<file path="src/rtl/alu_pkg.sv">
// Shared opcode, slice-op and state definitions for the bit-serial ALU sequencer.
// Includes the opcode-to-slice-control decode.
package alu_pkg;

    localparam logic [3:0] ALU_AND = 4'b0000;
    localparam logic [3:0] ALU_OR  = 4'b0001;
    localparam logic [3:0] ALU_ADD = 4'b0010;
    localparam logic [3:0] ALU_SUB = 4'b0110;
    localparam logic [3:0] ALU_NOR = 4'b1100;
    localparam logic [3:0] ALU_SLT = 4'b0111;

    localparam logic [1:0] SOP_AND  = 2'b00;
    localparam logic [1:0] SOP_OR   = 2'b01;
    localparam logic [1:0] SOP_ADD  = 2'b10;
    localparam logic [1:0] SOP_LESS = 2'b11;

    typedef enum logic [1:0] {
        S_IDLE = 2'd0,
        S_RUN  = 2'd1,
        S_DONE = 2'd2
    } state_e;

    typedef struct packed {
        logic       a_inv;
        logic       b_inv;
        logic [1:0] op;
        logic       arith;
        logic       slt;
        logic       legal;
    } slice_ctrl_t;

    // Illegal opcodes still run the full latency as a harmless AND; result is forced to 0 at the end.
    function automatic slice_ctrl_t alu_decode(input logic [3:0] opc);
        slice_ctrl_t c;
        c = '{a_inv: 1'b0, b_inv: 1'b0, op: SOP_AND, arith: 1'b0, slt: 1'b0, legal: 1'b1};
        case (opc)
            ALU_AND: c.op = SOP_AND;
            ALU_OR:  c.op = SOP_OR;
            ALU_ADD: begin c.op = SOP_ADD; c.arith = 1'b1; end
            ALU_SUB: begin c.op = SOP_ADD; c.arith = 1'b1; c.b_inv = 1'b1; end
            ALU_SLT: begin c.op = SOP_ADD; c.arith = 1'b1; c.b_inv = 1'b1; c.slt = 1'b1; end
            ALU_NOR: begin c.op = SOP_AND; c.a_inv = 1'b1; c.b_inv = 1'b1; end
            default: c.legal = 1'b0;
        endcase
        return c;
    endfunction

endpackage

</file>
<file path="src/rtl/alu_top.sv">
// 1-bit ALU slice: AND / OR / full-add / less pass-through with optional operand inversion.
// Purely combinational, zero latency.
// No flow control; the caller sequences it.
module alu_top (
    input  logic       src1,
    input  logic       src2,
    input  logic       less,
    input  logic       A_invert,
    input  logic       B_invert,
    input  logic       cin,
    input  logic [1:0] operation,
    output logic       result,
    output logic       cout
);
    logic a;
    logic b;

    assign a    = src1 ^ A_invert;
    assign b    = src2 ^ B_invert;
    assign cout = (a & b) | (a & cin) | (b & cin);

    always_comb begin
        result = 1'b0;
        case (operation)
            2'b00:   result = a & b;
            2'b01:   result = a | b;
            2'b10:   result = a ^ b ^ cin;
            default: result = less;
        endcase
    end

endmodule

</file>
<file path="src/rtl/alu_serial_ctrl.sv">
// Bit-serial ALU sequencer around one alu_top slice, LSB first; optional abort via ALU_SERIAL_ABORT_EN.
// Latency: accept at edge k, out_valid high after edge k+WIDTH; issue interval WIDTH+2.
// Backpressure: out_ready low holds DONE with all outputs frozen; in_ready only in IDLE.
module alu_serial_ctrl #(
    parameter int WIDTH = 32
) (
    input  logic             clk,
    input  logic             rst_n,
    input  logic             in_valid,
    output logic             in_ready,
    input  logic [WIDTH-1:0] src1,
    input  logic [WIDTH-1:0] src2,
    input  logic [3:0]       ALU_control,
    output logic             out_valid,
    input  logic             out_ready,
    output logic [WIDTH-1:0] result,
    output logic             zero,
    output logic             cout,
`ifdef ALU_SERIAL_ABORT_EN
    input  logic             abort,
`endif
    output logic             overflow
);
    import alu_pkg::*;

    localparam int IDX_W = $clog2(WIDTH);

    state_e             state_q,    state_d;
    logic [IDX_W-1:0]   idx_q,      idx_d;
    logic [WIDTH-1:0]   a_sh_q,     a_sh_d;
    logic [WIDTH-1:0]   b_sh_q,     b_sh_d;
    logic [WIDTH-2:0]   res_sh_q,   res_sh_d;
    slice_ctrl_t        ctrl_q,     ctrl_d;
    logic               carry_q,    carry_d;
    logic [WIDTH-1:0]   result_q,   result_d;
    logic               cout_q,     cout_d;
    logic               overflow_q, overflow_d;

    logic               slice_res;
    logic               slice_cout;
    logic               last_bit;
    logic               ovf_raw;
    logic [WIDTH-1:0]   full_res;
    slice_ctrl_t        dec;

    alu_top u_slice (
        .src1      (a_sh_q[0]),
        .src2      (b_sh_q[0]),
        .less      (1'b0),
        .A_invert  (ctrl_q.a_inv),
        .B_invert  (ctrl_q.b_inv),
        .cin       (carry_q),
        .operation (ctrl_q.op),
        .result    (slice_res),
        .cout      (slice_cout)
    );

    assign dec      = alu_decode(ALU_control);
    assign last_bit = (idx_q == IDX_W'(WIDTH - 1));
    assign ovf_raw  = carry_q ^ slice_cout;
    assign full_res = {slice_res, res_sh_q};

    always_comb begin
        state_d    = state_q;
        idx_d      = idx_q;
        a_sh_d     = a_sh_q;
        b_sh_d     = b_sh_q;
        res_sh_d   = res_sh_q;
        ctrl_d     = ctrl_q;
        carry_d    = carry_q;
        result_d   = result_q;
        cout_d     = cout_q;
        overflow_d = overflow_q;

        case (state_q)
            S_IDLE: begin
                if (in_valid) begin
                    a_sh_d  = src1;
                    b_sh_d  = src2;
                    ctrl_d  = dec;
                    idx_d   = '0;
                    // Subtraction is the only case that starts with carry-in set (two's complement +1).
                    carry_d = dec.arith & dec.b_inv;
                    state_d = S_RUN;
                end
            end
            S_RUN: begin
`ifdef ALU_SERIAL_ABORT_EN
                if (abort) begin
                    state_d = S_IDLE;
                end else
`endif
                begin
                    a_sh_d   = a_sh_q >> 1;
                    b_sh_d   = b_sh_q >> 1;
                    res_sh_d = full_res[WIDTH-1:1];
                    carry_d  = slice_cout;
                    idx_d    = idx_q + 1'b1;
                    if (last_bit) begin
                        state_d    = S_DONE;
                        result_d   = '0;
                        cout_d     = 1'b0;
                        overflow_d = 1'b0;
                        if (!ctrl_q.legal) begin
                            result_d = '0;
                        end else if (ctrl_q.slt) begin
                            // Signed less-than: sign of the difference corrected by overflow.
                            result_d[0] = slice_res ^ ovf_raw;
                        end else begin
                            result_d = full_res;
                            if (ctrl_q.arith) begin
                                cout_d     = slice_cout;
                                overflow_d = ovf_raw;
                            end
                        end
                    end
                end
            end
            S_DONE: begin
                if (out_ready) begin
                    state_d = S_IDLE;
                end
            end
            default: state_d = S_IDLE;
        endcase
    end

    always_ff @(posedge clk or negedge rst_n) begin
        if (!rst_n) begin
            state_q    <= S_IDLE;
            idx_q      <= '0;
            a_sh_q     <= '0;
            b_sh_q     <= '0;
            res_sh_q   <= '0;
            ctrl_q     <= '0;
            carry_q    <= 1'b0;
            result_q   <= '0;
            cout_q     <= 1'b0;
            overflow_q <= 1'b0;
        end else begin
            state_q    <= state_d;
            idx_q      <= idx_d;
            a_sh_q     <= a_sh_d;
            b_sh_q     <= b_sh_d;
            res_sh_q   <= res_sh_d;
            ctrl_q     <= ctrl_d;
            carry_q    <= carry_d;
            result_q   <= result_d;
            cout_q     <= cout_d;
            overflow_q <= overflow_d;
        end
    end

    assign in_ready  = (state_q == S_IDLE);
    assign out_valid = (state_q == S_DONE);
    assign result    = result_q;
    assign zero      = ~|result_q;
    assign cout      = cout_q;
    assign overflow  = overflow_q;

endmodule

</file>
<file path="config.mk">
export PLATFORM = sky130hd
export DESIGN_NAME = alu_serial_ctrl
export DESIGN_NICKNAME = d
export VERILOG_FILES = /design/src/rtl/alu_pkg.sv /design/src/rtl/alu_top.sv /design/src/rtl/alu_serial_ctrl.sv
export SDC_FILE = /design/constraint.sdc
export NUM_CORES = 1
export LEC_CHECK = 0
export BUFFER_PORTS_ARGS = -buffer_cell sky130_fd_sc_hd__buf_2
export CAP_MARGIN = 20
export CORE_UTILIZATION = 46
export DETAILED_ROUTE_END_ITERATION = 16
export GPL_TIMING_DRIVEN = 0
export PLACE_DENSITY = 0.76
export SLEW_MARGIN = 40
export SYNTH_ARGS = -nofsm -noshare
export SYNTH_HDL_FRONTEND = slang
export SYNTH_SLANG_ARGS = --single-unit
</file>
<file path="constraint.sdc">
create_clock -name clk -period 2.5 [get_ports clk]
set_input_delay 0.125 -clock clk [delete_from_list [all_inputs] [get_ports clk]]
set_output_delay 0.125 -clock clk [all_outputs]
set_load 0.01 [all_outputs]
</file>
==> metrics, run 1 <==
mux contribution to synthesized area=0%; Crit Reg-Reg Startpoint=state_q[1]; hold depth=3; share of cells above drive strength 1=17.8%; Slew Limit Fails=0; Layout fillers=1030; Post-Synth Simple-Gate Area=22.0%; Max clock buf depth=2; Setup Crit Path Kind=flop to flop; Total Routing Usage GR=23.9%; area share of xor/xnor cells in the synthesized design=0.865%; Clk Latency, worst-skew pair=0.42 ns; actual slew at the worst max-slew pin=0.512 ns; reg2reg setup slack=0.42 ns; met2 WL post-DR=7120 um; Area Overhead vs Synth=34.0%; hold_sp=src1[6]; Via Count=5437; yosys warns=0; largest family of logic cells by synthesized area=simple AND/OR/NAND/NOR gates; io pins=109; maximum vdd drop=0.724 mV; Top Metal Used=met4; vias per cell=5.25; Min-Delay Endpoint=a_sh_q[6]; initial DRC count=421; most common cell after layout, fill and taps aside=nand2_1; cell area power density=1120 nW/um2; largest net degree at the start of global routing=76; TritonCTS clock tree=done; DPL Wire Length=8980 um; post-cts sizing count=0; Final GP Congestion=0.771; final WL=15200 um; Pleak=4.06 nW; Syn Area/Cell=9.29 um2; mapped cell area=6080 um2; Root Buffer=clkbuf_16; adder-cell area share of the yosys netlist=1.15%; Layout Nets=928; max-cap viol count=0; top-area cell type share of the netlist area=58.9%; crit path max fanout=10; final period utilization=83.2%; Hold Path Class=primary input to flop; ANT nets after route=0; core area=12800 um2; worst r2r dst=ctrl_q[3]; htree depth=4; Num CTS Buffers=17; clock skew=0.0115 ns; # diodes=0; WL met3=865 um; RSZ-0062 raised after global routing=no; syn_nets=731; FF+latch count, synth=143; final setup fails=0; clock sinks=143; vias in the first global route=5147; ys async rst share=100%; drt pass-1 iters=5; Port Buffers=108; Top FF cell, synth=dfrtp_1; post-synth top area cell=dfrtp_1; fin area=8140 um2; crit start category=flop; register clock-pin slew on the reported worst setup and hold paths=0.06 ns; Critical Path RT=2.86 ns; post-route minimum period=2.08 ns; commonest cells after routing, fill and taps aside=238 x nand2_1, 143 x dfrtp_1, 119 x buf_2; final hold viol count=0; post-CTS setup buffer count=0; hold_ws=0.0107 ns; Row Count=41; Worst EP arrival=2.44 ns; Max Clk Rate=481 MHz; worst-case reg-to-reg path depth=5; main area contributors after synthesis=dfrtp_1 59%, nand2_1 15%, a31oi_1 6.4%, a22o_1 4.5%, nor2_1 4.1%; initial core utilization=47.6%; GRT overflow=0; post-synthesis compound-gate area fraction=13.3%; Metal-1 WL=6880 um; Remaining DRCs=0; outcome=complete, no violations; synth unique cells=33; dpl cell area=6870 um2; die area=13700 um2; chip width=117 um; Crit. End Element=flop; gate count after technology mapping=654; first-pass GRT wire length=24700 um; routed length per instance=14.7 um; antenna violations before repair=0; Relative slew margins=65.9%; EDFF count, synth=0; die height=117 um; sequential element share of the synthesized area=58.9%
==> power by group <==
group | internal, mW | leakage, nW | switching [mW]
sequential | 3.19 | 1.76 | 0.600
combinational | 1.17 | 2.01 | 1.65
clock | 1.57 | 0.288 | 0.902
total | 5.93 | 4.06 | 3.16
==> worst max path at each step <==
stage               startpoint          to
finish              state_q[1]   ctrl_q[3]
global route        state_q[0]   ctrl_q[3]
CTS                 state_q[1]   ctrl_q[3]
detailed placement   a_sh_q[0]   result[0]
global placement         rst_n  b_sh_q[18]
floorplan            ctrl_q[6]   result[0]
==> area by class of cell <==
| class | count | area [um2] | share of cell area, % |
|---|---|---|---|
| plain buffers | 44 | 210 | 2.58 |
| clock buffers | 26 | 499 | 6.13 |
| clock inverters | 6 | 80.1 | 0.984 |
| inverters | 6 | 22.5 | 0.277 |
| multi-input cells | 461 | 2270 | 27.8 |
| flip-flops and latches | 143 | 3580 | 44.0 |
| well taps | 172 | 215 | 2.64 |
| repair buffers | 178 | 1270 | 15.6 |
==> critical path, cell delays in order (launching register included) <==
cell and delay, ns:
dfrtp_1 0.44, nor2_1 0.18, nand2_1 0.24, buf_2 0.28
o41ai_1 0.31, dlygate4sd3_1 0.59
==> cells by family after synthesis <==
family,Yosys count
buffers and inverters,50
AO/OA/AOI/OAI,117
AND/OR/NAND/NOR,333
flip-flops,143
XOR/XNOR,6
adder cells (fa/ha/maj),5
==> per-layer routing <==
metal | GRT usage [%] | vias up
li1 | - | 2597
met1 | 31.1 | 2591
met2 | 38.1 | 204
met3 | 6.69 | 45
met4 | 9.70 | 0
met5 | 0 | -
==> synth_stat cells, drive strengths merged (2+ instances only) <==
master	n
nand2	238
dfrtp	143
nor2	66
a31oi	62
a22o	31
clkbuf	27
buf	17
o21ai	16
nor4	8
inv	6
nor2b	5
ha	4
nand3	4
xor2	4
nand4	3
nand2b	2
nand3b	2
nor3b	2
o221ai	2
xnor2	2
==> through the flow <==
| step | util [%] | instances | power, mW | setup WS [ns] | TNS, ns |
|---|---|---|---|---|---|
| after floorplan | - | 654 | 5.63 | 0.623 | 0 |
| after global placement | 53.5 | 934 | 6.37 | -0.691 | -97.68 |
| after detailed placement | 53.8 | 935 | 6.50 | 0.449 | 0 |
| after CTS | 63.7 | 1036 | 9.08 | 0.415 | 0 |
| after global routing | 63.7 | 1036 | 9.79 | 0.261 | 0 |
| final | 63.7 | 1036 | 9.08 | 0.420 | 0 |
==> registers in the layout (all words and copies together), names as in the netlist, 2 cells and up <==
signal	count
a_sh_q	32
b_sh_q	32
ctrl_q	6
idx_q	5
res_sh_q	31
result	32
state_q	2
==> what timing repair did <==
action	4_1_cts	5_1_grt
setup endpoints to repair	0	0
hold buffers	69	0
endpoints found under the hold margin	135	0
No activity file was read; power rests on OpenSTA's default activity.
==> inputs of run 2 (changes only) <==
--- a/config.mk
+++ b/config.mk
@@ -10,7 +10,7 @@
 export CORE_UTILIZATION = 46
 export DETAILED_ROUTE_END_ITERATION = 16
 export GPL_TIMING_DRIVEN = 0
-export PLACE_DENSITY = 0.76
+export PLACE_DENSITY = 0.78
 export SLEW_MARGIN = 40
 export SYNTH_ARGS = -nofsm -noshare
 export SYNTH_HDL_FRONTEND = slang
==> constraint.sdc (replaced) <==
create_clock -name clk -period 1.8 [get_ports clk]
set_input_delay 0.09 -clock clk [delete_from_list [all_inputs] [get_ports clk]]
set_output_delay 0.09 -clock clk [all_outputs]
set_load 0.01 [all_outputs]
==> run 2 against run 1 <==
  * The flow now finishes with violations (negative setup slack)
  * Flip-flop and latch count is the same
  * Clock skew shrank 0.0024 ns
  * Setup slack lost 0.64 ns
  * Critical path depth grew 2
  * Register-to-register slack lost 0.64 ns
  * Die area is the same
  * Clock power grew 32%
  * First-iteration DRC count shrank 11%
  * Cell area grew 3.0%
  * Count of clock-buffer cells in the layout is the same
  * Via count grew 1.4%
  * Sequential share of layout area shrank 1.3 points
  * Highest routed layer unchanged
==> metrics, run 2 (synthesized netlist as in run 1, its figures left out) <==
clock sinks=143; GRT overflow=0; final WL=15700 um; crit start category=flop; chip width=117 um; post-layout util=65.6%; vias in the first global route=5339; Root Buffer=clkbuf_16; final setup fails=19; Critical Path RT=2.09 ns; Flop pwr share=41.5%; Pleak=4.15 nW; post-route minimum period=2.02 ns; setup ws final=-0.221 ns; Port Buffers=108; vias per cell=5.23; routed length per instance=14.9 um; Clk network pwr share=25.7%; antenna violations before repair=0; Seq. cell area=3580 um2; maximum vdd drop=1.08 mV; Net Sw Frac=35.3%; Setup Crit Path Kind=flop to flop; share of cells above drive strength 1=20.2%; Hold Path Class=primary input to asynchronous set/reset pin; Net Switching=4.48 mW; Relative slew margins=68.6%; failing checks=negative setup slack; core area=12800 um2; Final Power=12.7 mW; Total Routing Usage GR=23.9%; Crit. End Element=flop; final hold viol count=0; Final GP Congestion=0.791; placed instance count=936; Area Overhead vs Synth=37.9%; Max Clk Rate=495 MHz; actual slew at the worst max-slew pin=0.471 ns; Internal Power=8.21 mW; Row Count=41; hold_ws=0.0796 ns; initial DRC count=375; io pins=109; commonest cells after routing, fill and taps aside=238 x nand2_1, 143 x dfrtp_1, 118 x buf_2; Remaining DRCs=0; drt pass-1 iters=6; Multi-input gate area=2300 um2; Worst Setup SP=ctrl_q[5]; outcome=finished with violations; largest net degree at the start of global routing=71; die area=13700 um2; # diodes=0; crit path max fanout=3; initial core utilization=47.6%; max-cap viol count=0; DPL Wire Length=9380 um; Worst EP arrival=2.31 ns; Via Count=5511; register clock-pin slew on the reported worst setup and hold paths=0.06 ns; final period utilization=112%; Layout fillers=951; cell area power density=1510 nW/um2; Max clock buf depth=2; clock skew=0.00908 ns; Crit Reg-Reg Startpoint=ctrl_q[5]; most common cell after layout, fill and taps aside=nand2_1; Num CTS Buffers=17; RSZ-0062 raised after global routing=yes; first-pass GRT wire length=24700 um; TritonCTS clock tree=done; Slew Limit Fails=0; dpl cell area=6900 um2; Layout Nets=946; die height=117 um; Comb pwr share=32.7%; Clk Latency, worst-skew pair=0.42 ns; htree depth=4; ANT nets after route=0; fin area=8380 um2; count of non-filler cells in the finished layout=1054
[run 2: changes by cell type in the layout (fill, tap and decap cells not counted), sizes merged]
cell         before  now
buf             126  140
bufinv            2    1
clkinvlp          0    1
dlygate4sd3      69   70
clkbuf           53   56
[run 2: critical path, cell delays in order, from the launching register on]
cell	delay, ns
dfrtp_1	0.39
xor2_1	0.22
inv_1	0.11
fa_1	0.51
nor2b_1	0.05
o31ai_2	0.26
xor2_1	0.23
o221ai_1	0.13
[run 2: metrics by stage]
stage,setup TNS (ns),setup slack (ns)
floorplan,-0.0209,-0.0209
global route,-3.49,-0.396
detailed placement,-4.93,-0.209
global placement,-196.51,-1.36
finish,-0.557,-0.221
CTS,-0.190,-0.190
[run 2: area by class of cell]
cell class | count | area share (%)
clock buffer | 26 | 5.84
clock inverter | 6 | 0.687
multi-input combinational | 461 | 27.5
timing repair buffer | 196 | 17.7
tap | 172 | 2.57
buffer | 44 | 2.73
sequential | 143 | 42.7
inverter | 6 | 0.269
[run 2: final timing paths]
check | cells after the start | slack (ns) | end
worst min-delay path | 2 | 0.08 | result[6]
worst min register to register | 2 | 0.49 | cout
max in group asynchronous | 4 | 0.86 | a_sh_q[7]
worst max register to register | 7 | -0.22 | result[0]
min in group clk | 5 | 0.32 | b_sh_q[3]
worst max-delay path | 7 | -0.22 | result[0]
[run 2: layer usage]
layer / GRT usage (%) / share of wire [%] / vias up
met5: 0 / 0 / -
met4: 9.70 / 1.7 / 0
met2: 39.4 / 49 / 213
met3: 5.66 / 5.2 / 28
li1: - / - / 2619
met1: 30.4 / 44 / 2651
[run 2: repair_timing]
action                     in CTS  in global routing
buffers inserted                8                  5
hold buffers                   70                  0
cloned                          0                  3
pin swaps                       3                  3
hold endpoints to repair      153                  0
setup endpoints to repair      35                 38
resized for setup               6                 13
[run 2: power by group through the flow]
stage / registers [mW] / clock network [mW] / logic [mW]
final: 5.27 / 3.26 / 4.15
after global routing: 5.42 / 3.44 / 4.76
after CTS: 5.23 / 3.30 / 3.99
after detailed placement: 5.27 / 0 / 3.79
after global placement: 5.23 / 0 / 3.63
after floorplan: 5.12 / 0 / 2.70
